[config.mk]
export PLATFORM = sky130hd
export DESIGN_NAME = vga_scan_ctrl_flat
export DESIGN_NICKNAME = d
export VERILOG_FILES = /design/src/rtl/vga_src_if.sv /design/src/rtl/vga_scan_ctrl.sv /design/src/flat_wrapper.sv
export SDC_FILE = /design/constraint.sdc
export NUM_CORES = 1
export LEC_CHECK = 0
export CORE_MARGIN = 2
export CORE_UTILIZATION = 57
export CTS_BUF_LIST = sky130_fd_sc_hd__clkbuf_8
export DETAILED_ROUTE_END_ITERATION = 10
export MAX_ROUTING_LAYER = met4
export PLACE_DENSITY = 0.95
export REMOVE_ABC_BUFFERS = 1
export SLEW_MARGIN = 0
export SYNTH_ARGS = -nofsm -noshare
export SYNTH_HDL_FRONTEND = slang
export SYNTH_SLANG_ARGS = --single-unit
export TNS_END_PERCENT = 100
[constraint.sdc]
create_clock -name i_clk -period 3.15 [get_ports i_clk]
set_input_delay 0.945 -clock i_clk [delete_from_list [all_inputs] [get_ports i_clk]]
set_output_delay 0.945 -clock i_clk [all_outputs]
set_load 0.02 [all_outputs]
[src/rtl/vga_src_if.sv]
// Address/colour link between the VGA scan controller and an image source.
// The source registers the colour for the presented address on the shared pixel tick.
interface vga_src_if #(
  parameter int unsigned COL_BITS = 4
) ();
  logic [9:0]          addr_row;
  logic [9:0]          addr_col;
  logic [COL_BITS-1:0] col_r;
  logic [COL_BITS-1:0] col_g;
  logic [COL_BITS-1:0] col_b;

  modport ctrl (
    output addr_row,
    output addr_col,
    input  col_r,
    input  col_g,
    input  col_b
  );

  modport mem (
    input  addr_row,
    input  addr_col,
    output col_r,
    output col_g,
    output col_b
  );
endinterface

[src/rtl/vga_scan_ctrl.sv]
// VGA scan controller: raster counters, per-axis phase FSMs and a two-stage pixel pipeline
// that keeps colour and syncs aligned at the pins.
module vga_scan_ctrl #(
  parameter int unsigned COL_BITS = 4,
  parameter int unsigned H_VIS    = 640,
  parameter int unsigned H_FP     = 16,
  parameter int unsigned H_SYNC   = 96,
  parameter int unsigned H_BP     = 48,
  parameter int unsigned V_VIS    = 480,
  parameter int unsigned V_FP     = 10,
  parameter int unsigned V_SYNC   = 2,
  parameter int unsigned V_BP     = 33,
  parameter logic        SYNC_ACT = 1'b0
) (
  input  logic                i_clk,
  input  logic                i_rstn,
  input  logic                i_en,
  vga_src_if.ctrl             io,
  output logic                o_hsync,
  output logic                o_vsync,
  output logic [COL_BITS-1:0] o_r,
  output logic [COL_BITS-1:0] o_g,
  output logic [COL_BITS-1:0] o_b,
  output logic                o_frame_start
);

  localparam logic [1:0] StVis  = 2'd0;
  localparam logic [1:0] StFp   = 2'd1;
  localparam logic [1:0] StSync = 2'd2;
  localparam logic [1:0] StBp   = 2'd3;

  // Last counter value of each segment
  localparam logic [9:0] HEndVis  = 10'(H_VIS - 1);
  localparam logic [9:0] HEndFp   = 10'(H_VIS + H_FP - 1);
  localparam logic [9:0] HEndSync = 10'(H_VIS + H_FP + H_SYNC - 1);
  localparam logic [9:0] HEndBp   = 10'(H_VIS + H_FP + H_SYNC + H_BP - 1);
  localparam logic [9:0] VEndVis  = 10'(V_VIS - 1);
  localparam logic [9:0] VEndFp   = 10'(V_VIS + V_FP - 1);
  localparam logic [9:0] VEndSync = 10'(V_VIS + V_FP + V_SYNC - 1);
  localparam logic [9:0] VEndBp   = 10'(V_VIS + V_FP + V_SYNC + V_BP - 1);

  logic [9:0] h_cnt_q, h_cnt_d;
  logic [9:0] v_cnt_q, v_cnt_d;
  logic [1:0] h_st_q, h_st_d;
  logic [1:0] v_st_q, v_st_d;
  logic       h_wrap;

  logic       vis_d1, hs_d1, vs_d1, fs_d1;

  always_comb begin
    h_wrap  = (h_cnt_q == HEndBp);
    h_cnt_d = h_wrap ? 10'd0 : h_cnt_q + 10'd1;
    v_cnt_d = v_cnt_q;
    if (h_wrap) begin
      v_cnt_d = (v_cnt_q == VEndBp) ? 10'd0 : v_cnt_q + 10'd1;
    end

    h_st_d = h_st_q;
    case (h_st_q)
      StVis:   if (h_cnt_q == HEndVis)  h_st_d = StFp;
      StFp:    if (h_cnt_q == HEndFp)   h_st_d = StSync;
      StSync:  if (h_cnt_q == HEndSync) h_st_d = StBp;
      StBp:    if (h_cnt_q == HEndBp)   h_st_d = StVis;
      default: h_st_d = StVis;
    endcase

    // Vertical phase only moves on the line wrap
    v_st_d = v_st_q;
    if (h_wrap) begin
      case (v_st_q)
        StVis:   if (v_cnt_q == VEndVis)  v_st_d = StFp;
        StFp:    if (v_cnt_q == VEndFp)   v_st_d = StSync;
        StSync:  if (v_cnt_q == VEndSync) v_st_d = StBp;
        StBp:    if (v_cnt_q == VEndBp)   v_st_d = StVis;
        default: v_st_d = StVis;
      endcase
    end
  end

  always_ff @(posedge i_clk or negedge i_rstn) begin
    if (!i_rstn) begin
      h_cnt_q <= '0;
      v_cnt_q <= '0;
      h_st_q  <= StVis;
      v_st_q  <= StVis;
    end else if (i_en) begin
      h_cnt_q <= h_cnt_d;
      v_cnt_q <= v_cnt_d;
      h_st_q  <= h_st_d;
      v_st_q  <= v_st_d;
    end
  end

  assign io.addr_col = (h_st_q == StVis) ? h_cnt_q : 10'd0;
  assign io.addr_row = (v_st_q == StVis) ? v_cnt_q : 10'd0;

  // Stage 1: the source captures its colour on this same tick
  always_ff @(posedge i_clk or negedge i_rstn) begin
    if (!i_rstn) begin
      vis_d1 <= 1'b0;
      hs_d1  <= 1'b0;
      vs_d1  <= 1'b0;
      fs_d1  <= 1'b0;
    end else if (i_en) begin
      vis_d1 <= (h_st_q == StVis) && (v_st_q == StVis);
      hs_d1  <= (h_st_q == StSync);
      vs_d1  <= (v_st_q == StSync);
      fs_d1  <= (h_cnt_q == 10'd0) && (v_cnt_q == 10'd0);
    end
  end

  // Stage 2: pins
  always_ff @(posedge i_clk or negedge i_rstn) begin
    if (!i_rstn) begin
      o_r     <= '0;
      o_g     <= '0;
      o_b     <= '0;
      o_hsync <= ~SYNC_ACT;
      o_vsync <= ~SYNC_ACT;
    end else if (i_en) begin
      o_r     <= vis_d1 ? io.col_r : '0;
      o_g     <= vis_d1 ? io.col_g : '0;
      o_b     <= vis_d1 ? io.col_b : '0;
      o_hsync <= hs_d1 ? SYNC_ACT : ~SYNC_ACT;
      o_vsync <= vs_d1 ? SYNC_ACT : ~SYNC_ACT;
    end
  end

  // Updated every clock so the pulse lasts exactly one cycle even with a slow tick
  always_ff @(posedge i_clk or negedge i_rstn) begin
    if (!i_rstn) begin
      o_frame_start <= 1'b0;
    end else begin
      o_frame_start <= fs_d1 & i_en;
    end
  end

endmodule

[src/flat_wrapper.sv]
// flat-port wrapper written by rule: the top's interface ports become plain ports
module vga_scan_ctrl_flat 
#(
  parameter int unsigned COL_BITS = 4,
  parameter int unsigned H_VIS    = 640,
  parameter int unsigned H_FP     = 16,
  parameter int unsigned H_SYNC   = 96,
  parameter int unsigned H_BP     = 48,
  parameter int unsigned V_VIS    = 480,
  parameter int unsigned V_FP     = 10,
  parameter int unsigned V_SYNC   = 2,
  parameter int unsigned V_BP     = 33,
  parameter logic        SYNC_ACT = 1'b0
)
  (i_clk, i_rstn, i_en, o_hsync, o_vsync, o_r, o_g, o_b, o_frame_start, io_addr_row, io_addr_col, io_col_r, io_col_g, io_col_b);
  vga_src_if #(.COL_BITS(COL_BITS)) io_i ();
  input  logic i_clk;
  input  logic i_rstn;
  input  logic i_en;
  output logic o_hsync;
  output logic o_vsync;
  output logic [COL_BITS-1:0] o_r;
  output logic [COL_BITS-1:0] o_g;
  output logic [COL_BITS-1:0] o_b;
  output logic o_frame_start;
  output wire logic [$bits(io_i.addr_row)-1:0] io_addr_row;
  output wire logic [$bits(io_i.addr_col)-1:0] io_addr_col;
  input wire logic [$bits(io_i.col_r)-1:0] io_col_r;
  input wire logic [$bits(io_i.col_g)-1:0] io_col_g;
  input wire logic [$bits(io_i.col_b)-1:0] io_col_b;
  assign io_addr_row = io_i.addr_row;
  assign io_addr_col = io_i.addr_col;
  assign io_i.col_r = io_col_r;
  assign io_i.col_g = io_col_g;
  assign io_i.col_b = io_col_b;
  vga_scan_ctrl #(.COL_BITS(COL_BITS), .H_VIS(H_VIS), .H_FP(H_FP), .H_SYNC(H_SYNC), .H_BP(H_BP), .V_VIS(V_VIS), .V_FP(V_FP), .V_SYNC(V_SYNC), .V_BP(V_BP), .SYNC_ACT(SYNC_ACT)) u_core (.i_clk(i_clk), .i_rstn(i_rstn), .i_en(i_en), .io(io_i), .o_hsync(o_hsync), .o_vsync(o_vsync), .o_r(o_r), .o_g(o_g), .o_b(o_b), .o_frame_start(o_frame_start));
endmodule
==> run metrics <==
status=finished, final reports clean; crit-path cells=inv_1 > ha_1 > and2_1 > clkdlybuf4s50_1; Post-CTS Setup Inserts=0; Flop pwr share=55.6%; die height=68.7 microns; worst hold path class=flop to flop; remaining antenna violation count=0; H-Tree Depth=2; Worst Path Arrival=2.06 ns; FFs w/ async S/R, synth=100%; gate count of the mapped netlist=251; worst ir drop on vdd=0.202 mV; RR Startpoint=u_core.h_cnt_q[1]; post-synthesis sequential element count=43; drt drc=0; Setup-failing EPs final=0; library cells used by synthesis=47; r2r setup slk=1.08 ns; Top Ports=50; Fillers=slightly below 300; Min-Delay Path Depth=1; ANT cells=0; cell family with most CP delay=buffers and inverters; clk_skew=about 0.006 ns; switching share of total power=between 20% and 30%; largest net degree at the start of global routing=between 40 and 50; vias in the first global route=1813; drt wl/cell=14.8 microns; most frequent cells in the layout=clkdlybuf4s50_1 (48), dfrtp_1 (41), inv_1 (24), o21ai_0 (24), nand3_1 (23); NumNets Final=324; nature of the critical path startpoint=flop; Clock power frac=32.3%; Cell Pwr Density=between 300 and 400 mW/mm^2; layout cells sized above 1=about 8.8%; Clock Sinks=between 40 and 50; Rel. slew slack=37.2%; die outline width=68.7 microns; Multi-input gate area=0.00117 sq mm; antenna violations before repair=0; Reg clk slew, reported paths=0.08 ns; area grow syn2layout=25.4%; crit path to=io_addr_row[3]; Leak=1.29 nW; Internal=0.845 mW; gr usage total=24.6%; Worst path depth=4; RSZ-0062 raised after global routing=no; Post-synth top flop=dfrtp_1; hold_ws=0.426 ns; router iterations before antenna repair=4; drt total wl=5120 microns; non-filler cells, final=around 350; vias per cell=5.62; portion of total power attributed to combinational logic=12.1%; type of the worst setup path=flop to primary output; GP Congestion=approximately 0.88; worst-margin pin slew=0.942 ns; Root Driver=clkbuf_8; Die ar.=roughly 0.0047 sq mm; DRT iter0 DRCs=around 130; final hold vios=0; Mean Syn Cell Area=9.52 sq um; switching power=0.316 mW; post_cts resized=0; Via Count=1949; period utilization=95.3%; YS warnings=0; hpwl dp=3670 microns; number of CTS-inserted buffers=5; FF-to-FF End=u_core.h_st_q[1]; crit-path max cell delay=0.61 ns; TritonCTS clock tree=done; port bufs=about 50; R2R cell count=6; CTS hold repair buffers=0; register area=about 0.0011 sq mm; max cap viols=0; Worst Path Buf+Inv=2; placed cells=around 340; # rows=23; Seq/Total Area, Yosys=a little under half; Setup TNS=0 ns; Mapped Area=roughly 0.0024 sq mm; Worst-Skew Late Latency=0.29 ns; post-layout min period=3.00 ns; Place WS=0.466 ns; Initial Util=59.3%; crit path max-delay cell type=clkdlybuf4s50_1; Crit. Startpoint=u_core.v_st_q[0]; core region area=0.00403 sq mm; crit path max fanout=13; min setup slack post-route=0.147 ns; Crit path required time=2.20 ns; Slew Viols, Final=0; fmax=333 MHz; total gr overflow=0; first-pass GRT wire length=8390 microns; Crit. End Element=primary output; Post-synth EDFFs=0; commonest non-fill, non-tap cell in the layout=clkdlybuf4s50_1; Clock Path Buffers=2
==> worst reg2reg max path, cell delays in order, from the launching register on <==
cell and delay [ns]:
dfrtp_1 0.42, ha_1 0.25, nand4_2 0.19, or3_4 0.46
a21oi_2 0.17, o211a_4 0.19, mux2_4 0.29
==> cell type report <==
cell class              instances  share of cell area [%]
clock buffers                   7                    3.22
well taps                      50                    2.09
flip-flops and latches         43                    36.0
inverters                      23                    2.88
multi-input cells             172                    39.0
repair buffers                 51                    16.7
clock inverters                 1                   0.125
==> flip-flops by register name (all words and copies together), names as in the netlist <==
name                  cells
u_core.o_b                4
u_core.o_hsync            1
u_core.h_cnt_q           10
u_core.v_cnt_q           10
u_core.v_st_q             2
u_core.hs_d1              1
u_core.vis_d1             1
u_core.o_r                4
u_core.o_g                4
u_core.vs_d1              1
u_core.o_frame_start      1
u_core.o_vsync            1
u_core.fs_d1              1
u_core.h_st_q             2
==> power groups by stage <==
stage | Clock (mW) | Sequential (mW) | Combinational (mW)
floorplan | 0 | 0.637 | 0.0813
global placement | 0 | 0.650 | 0.133
detailed placement | 0 | 0.656 | 0.140
CTS | 0.385 | 0.644 | 0.142
global route | 0.409 | 0.651 | 0.158
finish | 0.375 | 0.645 | 0.141
==> cells by family (layout without fill, tap and decap cells) <==
group           after synthesis  in the layout  share of synthesized area [%]
flops                        43             43                           45.2
fa+ha+maj                    13             13                           6.81
compound gates               37             37                           9.17
buf+inv                      36             82                           5.97
xor+xnor                     11             11                           4.03
mux                           6              6                           2.88
simple gates                105            105                           26.0
==> synthesized netlist by cell type, types with 2 or more instances <==
library cell  number  share of area, %
a21oi_1            2              0.42
a22oi_1            2              0.63
and2_1            20               5.2
and3_1             4               1.0
and4b_1            2              0.84
buf_2              2              0.42
clkbuf_1           9               1.4
dfrtp_1           41                43
dfstp_2            2               2.2
ha_1              13               6.8
inv_1             23               3.6
mux2_2             2              0.94
mux2i_1            2              0.84
nand2_1           19               3.0
nand3_1           23               4.8
nand4_1            6               1.6
nand4b_1           3               1.1
nor2_1             9               1.4
nor3_1             4              0.84
nor4_1             3              0.79
o21ai_0           24               5.0
o21ai_1            2              0.42
xnor2_1            8               2.9
xor2_1             3               1.1
==> how the worst min path moves through the flow <==
stage	slack [ns]	start	end
after floorplan	0.39	u_core.hs_d1	u_core.o_hsync
after global placement	0.41	u_core.vs_d1	u_core.o_vsync
after detailed placement	0.41	u_core.vs_d1	u_core.o_vsync
after CTS	0.43	u_core.vs_d1	u_core.o_vsync
after global routing	0.45	u_core.vs_d1	u_core.o_vsync
final	0.43	u_core.vs_d1	u_core.o_vsync
==> stage by stage <==
step / util [%] / instance area, sq um / power, mW
detailed placement: 71.9 / 2900 / 0.796
finish: 74.3 / 3000 / 1.16
CTS: 74.3 / 3000 / 1.17
global route: 74.3 / 3000 / 1.22
floorplan: - / 2330 / 0.719
global placement: 71.9 / 2900 / 0.783
==> layer usage <==
layer | up-vias | track usage, % | share of wire (%)
li1 | 947 | - | -
met1 | 923 | 32.8 | 45
met2 | 71 | 37.4 | 46
met3 | 8 | 4.06 | 7.0
met4 | 0 | 10.5 | 1.5
met5 | - | - | 0
Note: power is estimated with default switching activity, not from simulation.
